`src/rtl/traffic_light_monitor_if.sv`:
```
// Lamp-drive and status bundle between a traffic light controller and its monitor.
// The master modport is the controller/observer side; the slave modport is the monitor.
interface traffic_light_monitor_if #(
    parameter int CNT_W = 8
);
    logic             red;
    logic             yellow;
    logic             green;
    logic             clear_fault;
    logic [1:0]       phase;
    logic             phase_change;
    logic [CNT_W-1:0] dwell;
    logic [15:0]      cycles;
    logic             fault;
    logic [2:0]       fault_code;

    modport master (
        output red, yellow, green, clear_fault,
        input  phase, phase_change, dwell, cycles, fault, fault_code
    );

    modport slave (
        input  red, yellow, green, clear_fault,
        output phase, phase_change, dwell, cycles, fault, fault_code
    );
endinterface

```
`src/rtl/traffic_light_monitor.sv`:
```
// Checks lamp drive of a traffic light controller: one-hot lamps, RED->GREEN->YELLOW order,
// per-phase dwell limits, sticky fault code. Define TLM_DWELL_CHECK_EN to enable dwell checks.
module traffic_light_monitor #(
    parameter int CNT_W      = 8,
    parameter int MIN_RED    = 1,
    parameter int MIN_GREEN  = 1,
    parameter int MIN_YELLOW = 1,
    parameter int MAX_DWELL  = 255
) (
    input logic                  clk,
    input logic                  reset,
    traffic_light_monitor_if.slave bus
);

    typedef enum logic [2:0] {
        S_SYNC, S_RED, S_GREEN, S_YELLOW, S_FAULT
    } state_e;

    typedef enum logic [2:0] {
        F_NONE = 3'd0, F_ILLEGAL = 3'd1, F_ORDER = 3'd2, F_SHORT = 3'd3, F_STUCK = 3'd4
    } fault_e;

`ifdef TLM_DWELL_CHECK_EN
    localparam bit DWELL_CHECK = 1'b1;
`else
    localparam bit DWELL_CHECK = 1'b0;
`endif

    localparam logic [CNT_W-1:0] CNT_MAX = '1;
    localparam logic [CNT_W-1:0] MAX_D   = CNT_W'(MAX_DWELL);

    logic [2:0]       lamp_d, lamp_q;          // {red, yellow, green}
    state_e           state_d, state_q;
    logic [CNT_W-1:0] dwell_d, dwell_q;
    logic [15:0]      cycles_d, cycles_q;
    fault_e           fault_code_d, fault_code_q;
    logic [1:0]       phase_d, phase_q;
    logic             phase_change_d, phase_change_q;
    logic             fault_d, fault_q;

    logic             lamp_valid;
    state_e           lamp_phase;
    state_e           succ;
    logic [CNT_W-1:0] min_cur;
    logic [CNT_W-1:0] dwell_inc;
    logic             short_phase;
    logic             stuck;
    logic             enter;

    assign lamp_d     = {bus.red, bus.yellow, bus.green};
    assign lamp_valid = $onehot(lamp_q);
    assign lamp_phase = (lamp_q == 3'b100) ? S_RED    :
                        (lamp_q == 3'b001) ? S_GREEN  :
                        (lamp_q == 3'b010) ? S_YELLOW : S_SYNC;

    // NOTE: sequential state uses non-blocking assignments only; all next-state math lives in always_comb.
    always_ff @(posedge clk or posedge reset) begin
        if (reset) begin
            lamp_q         <= 3'b000;
            state_q        <= S_SYNC;
            dwell_q        <= '0;
            cycles_q       <= '0;
            fault_code_q   <= F_NONE;
            phase_q        <= 2'b11;
            phase_change_q <= 1'b0;
            fault_q        <= 1'b0;
        end else begin
            lamp_q         <= lamp_d;
            state_q        <= state_d;
            dwell_q        <= dwell_d;
            cycles_q       <= cycles_d;
            fault_code_q   <= fault_code_d;
            phase_q        <= phase_d;
            phase_change_q <= phase_change_d;
            fault_q        <= fault_d;
        end
    end

    // NOTE: every variable gets a default at the top of the block so no path infers a latch.
    always_comb begin
        state_d      = state_q;
        dwell_d      = dwell_q;
        cycles_d     = cycles_q;
        fault_code_d = fault_code_q;
        enter        = 1'b0;
        succ         = S_SYNC;
        min_cur      = '0;
        case (state_q)
            S_RED:    begin succ = S_GREEN;  min_cur = CNT_W'(MIN_RED);    end
            S_GREEN:  begin succ = S_YELLOW; min_cur = CNT_W'(MIN_GREEN);  end
            S_YELLOW: begin succ = S_RED;    min_cur = CNT_W'(MIN_YELLOW); end
            default:  ;
        endcase
        dwell_inc   = (dwell_q == CNT_MAX) ? dwell_q : dwell_q + 1'b1;
        short_phase = DWELL_CHECK && (dwell_q < min_cur);
        stuck       = DWELL_CHECK && (dwell_inc == MAX_D);

        case (state_q)
            S_SYNC: begin
                if (lamp_q != 3'b000 && !lamp_valid) begin
                    state_d      = S_FAULT;
                    fault_code_d = F_ILLEGAL;
                end else if (lamp_valid) begin
                    state_d = lamp_phase;
                    dwell_d = CNT_W'(1);
                    enter   = 1'b1;
                end
            end
            S_FAULT: begin
                if (bus.clear_fault) begin
                    state_d      = S_SYNC;
                    fault_code_d = F_NONE;
                    dwell_d      = '0;
                end
            end
            default: begin
                // Dwell and cycles freeze at their pre-fault values on any fault entry.
                if (!lamp_valid) begin
                    state_d      = S_FAULT;
                    fault_code_d = F_ILLEGAL;
                end else if (lamp_phase == state_q) begin
                    if (stuck) begin
                        state_d      = S_FAULT;
                        fault_code_d = F_STUCK;
                    end else begin
                        dwell_d = dwell_inc;
                    end
                end else if (lamp_phase == succ) begin
                    if (short_phase) begin
                        state_d      = S_FAULT;
                        fault_code_d = F_SHORT;
                    end else begin
                        state_d = lamp_phase;
                        dwell_d = CNT_W'(1);
                        enter   = 1'b1;
                        if (state_q == S_YELLOW) cycles_d = cycles_q + 16'd1;
                    end
                end else begin
                    state_d      = S_FAULT;
                    fault_code_d = F_ORDER;
                end
            end
        endcase
    end

    always_comb begin
        case (state_d)
            S_RED:    phase_d = 2'b00;
            S_GREEN:  phase_d = 2'b01;
            S_YELLOW: phase_d = 2'b10;
            default:  phase_d = 2'b11;
        endcase
        phase_change_d = enter;
        fault_d        = (state_d == S_FAULT);
    end

    assign bus.phase        = phase_q;
    assign bus.phase_change = phase_change_q;
    assign bus.dwell        = dwell_q;
    assign bus.cycles       = cycles_q;
    assign bus.fault        = fault_q;
    assign bus.fault_code   = fault_code_q;

endmodule

```
`src/flat_wrapper.sv`:
```
// flat-port wrapper written by rule: the top's interface ports become plain ports
module traffic_light_monitor_flat 
#(
    parameter int CNT_W      = 8,
    parameter int MIN_RED    = 1,
    parameter int MIN_GREEN  = 1,
    parameter int MIN_YELLOW = 1,
    parameter int MAX_DWELL  = 255
)
  (clk, reset, bus_red, bus_yellow, bus_green, bus_clear_fault, bus_phase, bus_phase_change, bus_dwell, bus_cycles, bus_fault, bus_fault_code);
  traffic_light_monitor_if #(.CNT_W(CNT_W)) bus_i ();
  input logic clk;
  input logic reset;
  input wire logic [$bits(bus_i.red)-1:0] bus_red;
  input wire logic [$bits(bus_i.yellow)-1:0] bus_yellow;
  input wire logic [$bits(bus_i.green)-1:0] bus_green;
  input wire logic [$bits(bus_i.clear_fault)-1:0] bus_clear_fault;
  output wire logic [$bits(bus_i.phase)-1:0] bus_phase;
  output wire logic [$bits(bus_i.phase_change)-1:0] bus_phase_change;
  output wire logic [$bits(bus_i.dwell)-1:0] bus_dwell;
  output wire logic [$bits(bus_i.cycles)-1:0] bus_cycles;
  output wire logic [$bits(bus_i.fault)-1:0] bus_fault;
  output wire logic [$bits(bus_i.fault_code)-1:0] bus_fault_code;
  assign bus_i.red = bus_red;
  assign bus_i.yellow = bus_yellow;
  assign bus_i.green = bus_green;
  assign bus_i.clear_fault = bus_clear_fault;
  assign bus_phase = bus_i.phase;
  assign bus_phase_change = bus_i.phase_change;
  assign bus_dwell = bus_i.dwell;
  assign bus_cycles = bus_i.cycles;
  assign bus_fault = bus_i.fault;
  assign bus_fault_code = bus_i.fault_code;
  traffic_light_monitor #(.CNT_W(CNT_W), .MIN_RED(MIN_RED), .MIN_GREEN(MIN_GREEN), .MIN_YELLOW(MIN_YELLOW), .MAX_DWELL(MAX_DWELL)) u_core (.clk(clk), .reset(reset), .bus(bus_i));
endmodule
```
`config.mk`:
```
export PLATFORM = sky130hd
export DESIGN_NAME = traffic_light_monitor_flat
export DESIGN_NICKNAME = d
export VERILOG_FILES = /design/src/rtl/traffic_light_monitor_if.sv /design/src/rtl/traffic_light_monitor.sv /design/src/flat_wrapper.sv
export SDC_FILE = /design/constraint.sdc
export NUM_CORES = 1
export LEC_CHECK = 0
export CAP_MARGIN = 25
export CORE_MARGIN = 4
export CORE_UTILIZATION = 45
export CTS_BUF_LIST = sky130_fd_sc_hd__clkbuf_8
export DETAILED_ROUTE_END_ITERATION = 8
export GPL_TIMING_DRIVEN = 0
export PLACE_DENSITY = 0.7
export SYNTH_ARGS = -nofsm -noshare
export SYNTH_HDL_FRONTEND = slang
export SYNTH_SLANG_ARGS = --single-unit
```
`constraint.sdc`:
```
create_clock -name clk -period 3.4 [get_ports clk]
set_input_delay 0.68 -clock clk [delete_from_list [all_inputs] [get_ports clk]]
set_output_delay 0.68 -clock clk [all_outputs]
set_load 0.1 [all_outputs]
```
==> results.yml, run 1 <==
final_layout:
  n_antenna_cell: 0
  drive_gt1_share_pct: 11.2
  area_growth_pct: 26.3
  finalNetCount: 258
status:
  status: "finished, final reports clean"
floorplan:
  io_pins: 37
  fp.coreArea_mm2: 0.00438
  row_count: 24
  start_util_pct: 46.5
  die_x_um: 75.3
  die_h_um: 75.3
  dieArea_mm2: 0.00568
logic_synthesis:
  postSynthAreaPerCell_um2: 9.91
  ys.warnings.count: 0
  ys_seq_elements: 36
  ys_seq_area_share_pct: 44.3
  synth_edf_count: 0
  synth-main-ff-cell: "dfrtp_1"
  synth_cell_types: 49
  syn_area_mm2: 0.00204
  postSynthCellCount: 206
  syn_nets: 215
  synth_async_sr_flop_share_pct: 100
worst_setup_path:
  required_ps: 3630
  reg2regPathDepth: 8
  r2r_end: "u_core.bus.dwell[7]$_DFFE_PP0P_"
  critPathMaxFanout: 10
  slowest_stage: "or4_1"
  start_kind: "register"
  cp-end-kind: "register"
  r2r_slack_ps: 650
  path_class: "register to register"
  crit_buf_inv: 2
  path_delay_family: "simple AND/OR/NAND/NOR gates"
  timing.rr.start: "u_core.lamp_q[0]$_DFF_PP0_"
  crit_arrival_ps: 2980
  slowest_delay_ps: 520
  crit_chain: "buf_2, inv_1, fa_1, nor2b_1, a2bb2oi_2, or4_1, a31oi_1, a21o_1"
sta:
  fin_skew_ps: 7.85
  rsz0062_at_grt: "false"
  post-route-period-util_pct: 80.8
  hold_viol: 0
  fmax_ghz: 0.364
  tns_ps: 0
  period_needed_ps: 2750
  drv_slew: 0
  final-setup-viol-count: 0
  slew_headroom_pct: 33.7
  worst_pin_slew_ps: 992
pwr:
  finalPower_mw: 1.20
  ir_worst_vdd_mv: 0.402
  power_density_mw_per_mm2: 464
  leakagePower_nw: 1.12
global_route:
  grt_pass1_wl_mm: 7.20
  grt-ovfl-total: 0
  track_usage_pct: 16.4
  grt_max_degree: 21
  antenna_found_initial: 0
  grt_pass1_vias: 1587
placed_design:
  dp_hpwl_mm: 3.23
  gp_congestion: 0.926
  port_buffers: 35
routing:
  drt_iter0_markers: 79
  wl_per_cell_um: 14.7
  wirelength_mm: 4.44
  dr_total_vias: 1698
  drt_first_pass_iters: 4
  ant_nets: 0
  viasPerCell: 5.62
  drc_errors: 0
clock_tree:
  clockBufferDepth: 2
  cts_tree: "done"
  cts_made_buffers: 5
  cts.sinks: 36
  cts_resized: 0
  clk_latency_ps: 290
  cts-root-buf: "clkbuf_8"
  clkSlewWorstSetupHoldPaths_ps: 70
  cts_max_level: 2
  hold_buffers: 0
  post_cts.repair.setup_buffers: 0
run:
  drv_cap: 0
min_path:
  holdPathStages: 1
  hold_start: "u_core.bus.cycles[15]$_DFFE_PP0P_"
  hp-class: "register to register"
  worstHoldEndpoint: "u_core.bus.cycles[15]$_DFFE_PP0P_"
[logic make-up after synthesis]
logic type | Yosys count | synth area share, %
mux | 2 | 1.10
xor+xnor | 19 | 8.15
other cells | 1 | 0.184
simple gates | 81 | 23.1
buf+inv | 20 | 5.33
flops | 36 | 44.3
compound gates | 43 | 15.1
fa+ha+maj | 4 | 2.76
[cell usage after synthesis (2+ instances only)]
master / n / area, um^2
or4_1: 3 / 22.5
nor2b_1: 4 / 25.0
and3b_1: 2 / 17.5
and2_1: 2 / 12.5
buf_4: 4 / 30.0
a21oi_1: 13 / 65.1
a32oi_1: 3 / 26.3
ha_1: 2 / 25.0
nand4_1: 13 / 81.3
a31oi_1: 3 / 18.8
o21ai_0: 7 / 35.0
nand2b_1: 2 / 12.5
dfrtp_1: 34 / 851
a41oi_1: 2 / 17.5
nor3b_1: 3 / 22.5
o2111ai_1: 2 / 17.5
nor2_1: 11 / 41.3
xor2_1: 4 / 35.0
or2_4: 2 / 17.5
a221o_1: 2 / 20.0
inv_1: 11 / 41.3
xnor2_1: 15 / 131
and4_1: 3 / 26.3
nor3_1: 2 / 10.0
and3_1: 6 / 37.5
nand3_1: 7 / 35.0
nand2_1: 17 / 63.8
o22ai_1: 2 / 12.5
buf_6: 2 / 22.5
dfstp_2: 2 / 52.6
buf_2: 3 / 15.0
[layout make-up]
cell class              instances  area [um^2]
inverters                      11         41.3
clock inverters                 2         11.3
fillers                       402         1810
flip-flops and latches         36          903
well taps                      52         65.1
plain buffers                   9         67.6
repair buffers                 36          378
multi-input cells             150         1030
clock buffers                   6         82.6
[report_power, final]
part	total [mW]	switching [mW]	leakage, nW	internal, mW
combinational	0.389	0.281	0.591	0.108
clock	0.319	0.157	0.0486	0.162
sequential	0.488	0.0303	0.479	0.457
[worst max path at each step]
stage | endpoint | cells after the start | startpoint
floorplan | u_core.bus.cycles[8]$_DFFE_PP0P_ | 9 | u_core.lamp_q[1]$_DFF_PP0_
global placement | u_core.bus.cycles[10]$_DFFE_PP0P_ | 9 | u_core.lamp_q[0]$_DFF_PP0_
detailed placement | u_core.bus.cycles[8]$_DFFE_PP0P_ | 9 | u_core.lamp_q[0]$_DFF_PP0_
CTS | u_core.bus.cycles[8]$_DFFE_PP0P_ | 9 | u_core.lamp_q[0]$_DFF_PP0_
global route | u_core.bus.cycles[8]$_DFFE_PP0P_ | 9 | u_core.lamp_q[0]$_DFF_PP0_
finish | u_core.bus.dwell[7]$_DFFE_PP0P_ | 8 | u_core.lamp_q[0]$_DFF_PP0_
[cells in the final DEF (no fill, tap or decap), types with 3 or more instances in the layout]
cell and count:
a21oi_1 13, or4_1 3, and4_1 3, a32oi_1 3
nand3_1 7, nor2b_1 4, nand2_1 17, clkbuf_8 6
dfrtp_1 34, o21ai_0 7, nor3b_1 3, nor2_1 11
xnor2_1 15, inv_1 12, buf_4 4, buf_2 3
nand4_1 13, and3_1 6, clkdlybuf4s50_1 35, xor2_1 4
a31oi_1 3
[registers in the layout, indices dropped and copies added, names as in the netlist]
name,flops
u_core.bus.fault_code,2
u_core.bus.dwell,8
u_core.bus.phase,2
u_core.bus.cycles,16
u_core.bus.phase_change,1
u_core.lamp_q,3
u_core.state_q,3
u_core.bus.fault,1
[worst register-to-register path: stages, from the launching register on]
cell,delay (ps)
dfrtp_1,370
buf_2,220
inv_1,150
fa_1,500
nor2b_1,440
a2bb2oi_2,200
or4_1,520
a31oi_1,190
a21o_1,100
[through the flow]
step / hold slack [ps] / util, % / instances / setup WS (ps) / area [um^2]
after floorplan: 636 / - / 206 / 961 / 2040
after global placement: 465 / 56.0 / 293 / 688 / 2460
after detailed placement: 470 / 56.6 / 294 / 679 / 2480
after CTS: 480 / 58.8 / 302 / 663 / 2580
after global routing: 490 / 58.8 / 302 / 436 / 2580
final: 483 / 58.8 / 302 / 651 / 2580
[metal layers]
layer / share of wire, % / up-vias / GRT usage (%)
li1: - / 841 / -
met1: 47 / 791 / 22.6
met2: 46 / 57 / 25.5
met3: 6.4 / 9 / 2.90
met4: 1.3 / 0 / 6.80
met5: 0 / - / 0
No activity file was read; power rests on OpenSTA's default activity.
==> run 2, diff against run 1 <==
- PLACE_DENSITY: 0.7 -> 0.73
- clock period: 3.4 -> 2.2 ns (I/O delays scaled with it)
==> results.yml, run 2 (same netlist as run 1, synthesis figures left out) <==
status:
  status: "finished with violations"
  violations: "negative setup slack"
worst_setup_path:
  crit_arrival_ps: 2450
  timing.rr.start: "u_core.lamp_q[1]$_DFF_PP0_"
  critPathMaxFanout: 5
  path_delay_family: "simple AND/OR/NAND/NOR gates"
  crit_buf_inv: 3
  slowest_delay_ps: 520
  cp-end-kind: "register"
  crit_start: "u_core.lamp_q[1]$_DFF_PP0_"
  crit_chain: "buf_6, inv_6, fa_1, nor2b_4, buf_12, a2bb2oi_4, or4_1, a31oi_1, a21o_1"
  reg2regPathDepth: 9
  r2r_end: "u_core.bus.dwell[7]$_DFFE_PP0P_"
  path_class: "register to register"
  r2r_slack_ps: -20
  start_kind: "register"
  slowest_stage: "fa_1"
  required_ps: 2440
global_route:
  track_usage_pct: 18.7
  grt_max_degree: 24
  grt-ovfl-total: 0
  grt_pass1_vias: 1719
  grt_pass1_wl_mm: 8.13
  antenna_found_initial: 0
routing:
  wirelength_mm: 5.12
  drt_iter0_markers: 70
  viasPerCell: 5.70
  dr_total_vias: 1842
  drc_errors: 0
  wl_per_cell_um: 15.8
  drt_first_pass_iters: 4
  ant_nets: 0
clock_tree:
  clockBufferDepth: 2
  clk_latency_ps: 290
  hold_buffers: 0
  cts_tree: "done"
  cts_made_buffers: 5
  cts-root-buf: "clkbuf_8"
  clkSlewWorstSetupHoldPaths_ps: 70
  cts.sinks: 36
  cts_max_level: 2
final_layout:
  largest_reg_flops: 16
  finalNetCount: 279
  fin_cells: 323
  final_cell_mix: "dlygate4sd2_1, dfrtp_1, buf_4"
  drive_gt1_share_pct: 24.0
  n_antenna_cell: 0
  design_area_mm2: 0.00281
  area_growth_pct: 37.7
sta:
  slew_headroom_pct: 35.5
  post-route-period-util_pct: 101
  drv_slew: 0
  worst_pin_slew_ps: 972
  fmax_ghz: 0.451
  hold_viol: 0
  whs_ps: 471
  final-setup-viol-count: 2
  fin_skew_ps: 9.11
  worst_slack_ps: -15.9
  period_needed_ps: 2220
  rsz0062_at_grt: "true"
placed_design:
  place_ws_ps: -201
  port_buffers: 35
  postPlaceCellArea_mm2: 0.00251
  dp_hpwl_mm: 3.32
  dp.cells: 294
  gp_congestion: 0.940
pwr:
  power_density_mw_per_mm2: 678
  ir_worst_vdd_mv: 0.528
  finalPower_mw: 1.91
  p_seq_share_pct: 39.7
  p_int_mw: 1.15
  switchingPower_mw: 0.751
  leakagePower_nw: 1.39
  p_clk_share_pct: 25.8
  swShare_pct: 39.4
  pwr-share-comb_pct: 34.5
floorplan:
  fp.coreArea_mm2: 0.00438
  row_count: 24
  die_x_um: 75.3
  io_pins: 37
  dieArea_mm2: 0.00568
  die_h_um: 75.3
  start_util_pct: 46.5
min_path:
  worstHoldEndpoint: "u_core.bus.cycles[15]$_DFFE_PP0P_"
  holdPathStages: 1
  hold_start: "u_core.bus.cycles[15]$_DFFE_PP0P_"
  hp-class: "register to register"
run:
  drv_cap: 0
-- run 2: final cells by class --
class | instances | area [um^2]
tap | 52 | 65.1
clock inverter | 2 | 11.3
timing repair buffer | 57 | 509
sequential | 36 | 908
buffer | 9 | 83.8
inverter | 11 | 56.3
multi-input combinational | 150 | 1090
fill | 384 | 1570
clock buffer | 6 | 82.6
-- run 2: what timing repair did --
action / 4_1_cts / 5_1_grt
pin swaps: 7 / 5
endpoints found under the setup margin: 50 / 22
buffers inserted: 15 / 5
resized for setup: 37 / 11
gates cloned: 1 / 0
-- run 2: worst max-delay path by stage --
stage,end,slack (ps),cells past startpoint
after global routing,u_core.bus.cycles[10]$_DFFE_PP0P_,-100,9
after floorplan,u_core.bus.cycles[8]$_DFFE_PP0P_,-30,9
final,u_core.bus.dwell[7]$_DFFE_PP0P_,-20,9
after CTS,u_core.bus.dwell[7]$_DFFE_PP0P_,1,9
after detailed placement,u_core.bus.cycles[10]$_DFFE_PP0P_,-200,9
after global placement,u_core.bus.cycles[8]$_DFFE_PP0P_,-130,9
-- run 2: metrics by stage --
step	util [%]	setup TNS, ps
after floorplan	-	-44.8
after global placement	56.8	-1300
after detailed placement	57.2	-2180
after CTS	62.1	0
after global routing	64.1	-1210
final	64.1	-20.5
-- run 2: per-layer routing --
layer	up-vias	global-route usage (%)	part of all wire [%]
met2	62	30.4	50
met3	6	3.56	5.3
li1	876	-	-
met4	0	5.63	1.1
met1	898	25.5	43
met5	-	0	0
-- run 2: power groups by stage --
| stage | sequential [mW] | clock (mW) | combinational [mW] |
|---|---|---|---|
| floorplan | 1.02 | 0 | 0.213 |
| global placement | 0.769 | 0 | 0.602 |
| detailed placement | 0.772 | 0 | 0.607 |
| CTS | 0.755 | 0.505 | 0.640 |
| global route | 0.763 | 0.526 | 0.693 |
| finish | 0.756 | 0.492 | 0.658 |
==> run 3, diff against run 2 <==
- CTS_CLUSTER_DIAMETER: unset -> 120
- PLACE_DENSITY: 0.73 -> unset
- PLACE_DENSITY_LB_ADDON: unset -> 0.12
- clock period: 2.2 -> 2.3 ns (I/O delays scaled with it)
==> results.yml, run 3 (same netlist as run 1, synthesis figures left out) <==
final_layout:
  fin_cells: 323
  n_antenna_cell: 0
  area_growth_pct: 36.3
  final_cell_mix: "dfrtp_1, buf_4, dlygate4sd2_1"
  fillers: 382
  design_area_mm2: 0.00278
  multi_input_area_mm2: 0.00105
  largest_reg_flops: 16
  finalNetCount: 279
  regArea_um2: 906
  layout_commonest_cell: "dfrtp_1"
  drive_gt1_share_pct: 21.0
worst_setup_path:
  required_ps: 1840
  start_kind: "register"
  crit_chain: "clkdlybuf4s50_1"
  slowest_delay_ps: 1150
  timing.rr.start: "u_core.lamp_q[0]$_DFF_PP0_"
  critPathMaxFanout: 3
  crit_buf_inv: 1
  worst-path-stages: 1
  crit_start: "u_core.bus.fault_code[0]$_DFFE_PP0P_"
  cp-end-kind: "output pin"
  crit_arrival_ps: 1810
  slowest_stage: "clkdlybuf4s50_1"
  reg2regPathDepth: 9
  path_delay_family: "buffers and inverters"
  path_class: "register to output pin"
routing:
  wl_met1_mm: 2.05
  wirelength_mm: 4.68
  drt_iter0_markers: 81
  dr_total_vias: 1773
  top_layer_used: "met4"
  viasPerCell: 5.49
  drc_errors: 0
  dr_wl_met2_mm: 2.29
  drt_first_pass_iters: 6
  met3WireLength_um: 287
  wl_per_cell_um: 14.5
  ant_nets: 0
clock_tree:
  clockBufferDepth: 2
  cts_tree: "done"
  cts.sinks: 36
  clk_latency_ps: 290
  cts_made_buffers: 5
  cts_max_level: 2
  cts-root-buf: "clkbuf_8"
  clkSlewWorstSetupHoldPaths_ps: 80
min_path:
  hp-class: "register to register"
  holdPathStages: 1
  hold_start: "u_core.bus.cycles[15]$_DFFE_PP0P_"
placed_design:
  dp_hpwl_mm: 3.23
  postPlaceCellArea_mm2: 0.00250
  dp.cells: 294
  gp_congestion: 0.849
  port_buffers: 35
  place_ws_ps: -195
status:
  status: "finished, final reports clean"
pwr:
  leakagePower_nw: 1.42
  finalPower_mw: 1.78
  ir_worst_vdd_mv: 0.633
  power_density_mw_per_mm2: 638
floorplan:
  start_util_pct: 46.5
  die_h_um: 75.3
  io_pins: 37
  row_count: 24
  fp.coreArea_mm2: 0.00438
  dieArea_mm2: 0.00568
  die_x_um: 75.3
run:
  drv_cap: 0
global_route:
  grt_max_degree: 21
  grt_pass1_vias: 1701
  track_usage_pct: 17.3
  antenna_found_initial: 0
  grt-ovfl-total: 0
  grt_pass1_wl_mm: 7.65
sta:
  hold_viol: 0
  slew_headroom_pct: 34.4
  rsz0062_at_grt: "true"
  final-setup-viol-count: 0
  fin_skew_ps: 9.58
  drv_slew: 0
  worst_slack_ps: 29.9
  fmax_ghz: 0.441
  period_needed_ps: 2270
  post-route-period-util_pct: 98.7
  worst_pin_slew_ps: 981
[run 3: power by group]
part / internal [mW] / switching (mW) / total [mW] / leakage [nW]
Combinational: 0.182 / 0.429 / 0.611 / 0.899
Sequential: 0.678 / 0.0442 / 0.722 / 0.476
Clock: 0.211 / 0.232 / 0.443 / 0.0479
[run 3: repair_timing]
item	in CTS	in global routing
hold endpoints to repair	0	0
gates cloned	1	0
setup endpoints to repair	41	24
setup buffers	7	13
hold buffers	0	0
resized for setup	26	18
pin swaps	3	3
[run 3: final cells by class]
cell class                 count  area share [%]
tap                           52            2.34
sequential                    36            32.6
clock inverter                 3           0.675
multi-input combinational    150            37.7
clock buffer                   5            2.47
timing repair buffer          57            19.2
buffer                         9            3.01
inverter                      11            2.02
[run 3: layer usage]
metal	vias up	track usage [%]
met5	-	0
met4	0	4.66
met3	7	2.77
met1	834	22.6
li1	879	-
met2	53	30.0
[run 3: worst paths after layout]
kind	to	slack [ps]
setup / recovery	bus_fault_code[0]	30
hold / removal	u_core.bus.cycles[15]$_DFFE_PP0P_	480
setup reg to reg	u_core.bus.cycles[12]$_DFFE_PP0P_	70
hold reg to reg	u_core.bus.cycles[15]$_DFFE_PP0P_	480
max in group asynchronous	u_core.bus.phase[1]$_DFF_PP1_	1000
min in group asynchronous	u_core.bus.dwell[6]$_DFFE_PP0P_	640
[run 3: through the flow]
| step | hold WS [ps] | setup TNS, ps | util (%) |
|---|---|---|---|
| after CTS | 499 | 0 | 60.2 |
| after floorplan | 491 | -0.754 | - |
| after detailed placement | 486 | -2150 | 57.0 |
| final | 482 | 0 | 63.4 |
| after global placement | 477 | -2120 | 56.4 |
| after global routing | 507 | -270 | 63.4 |
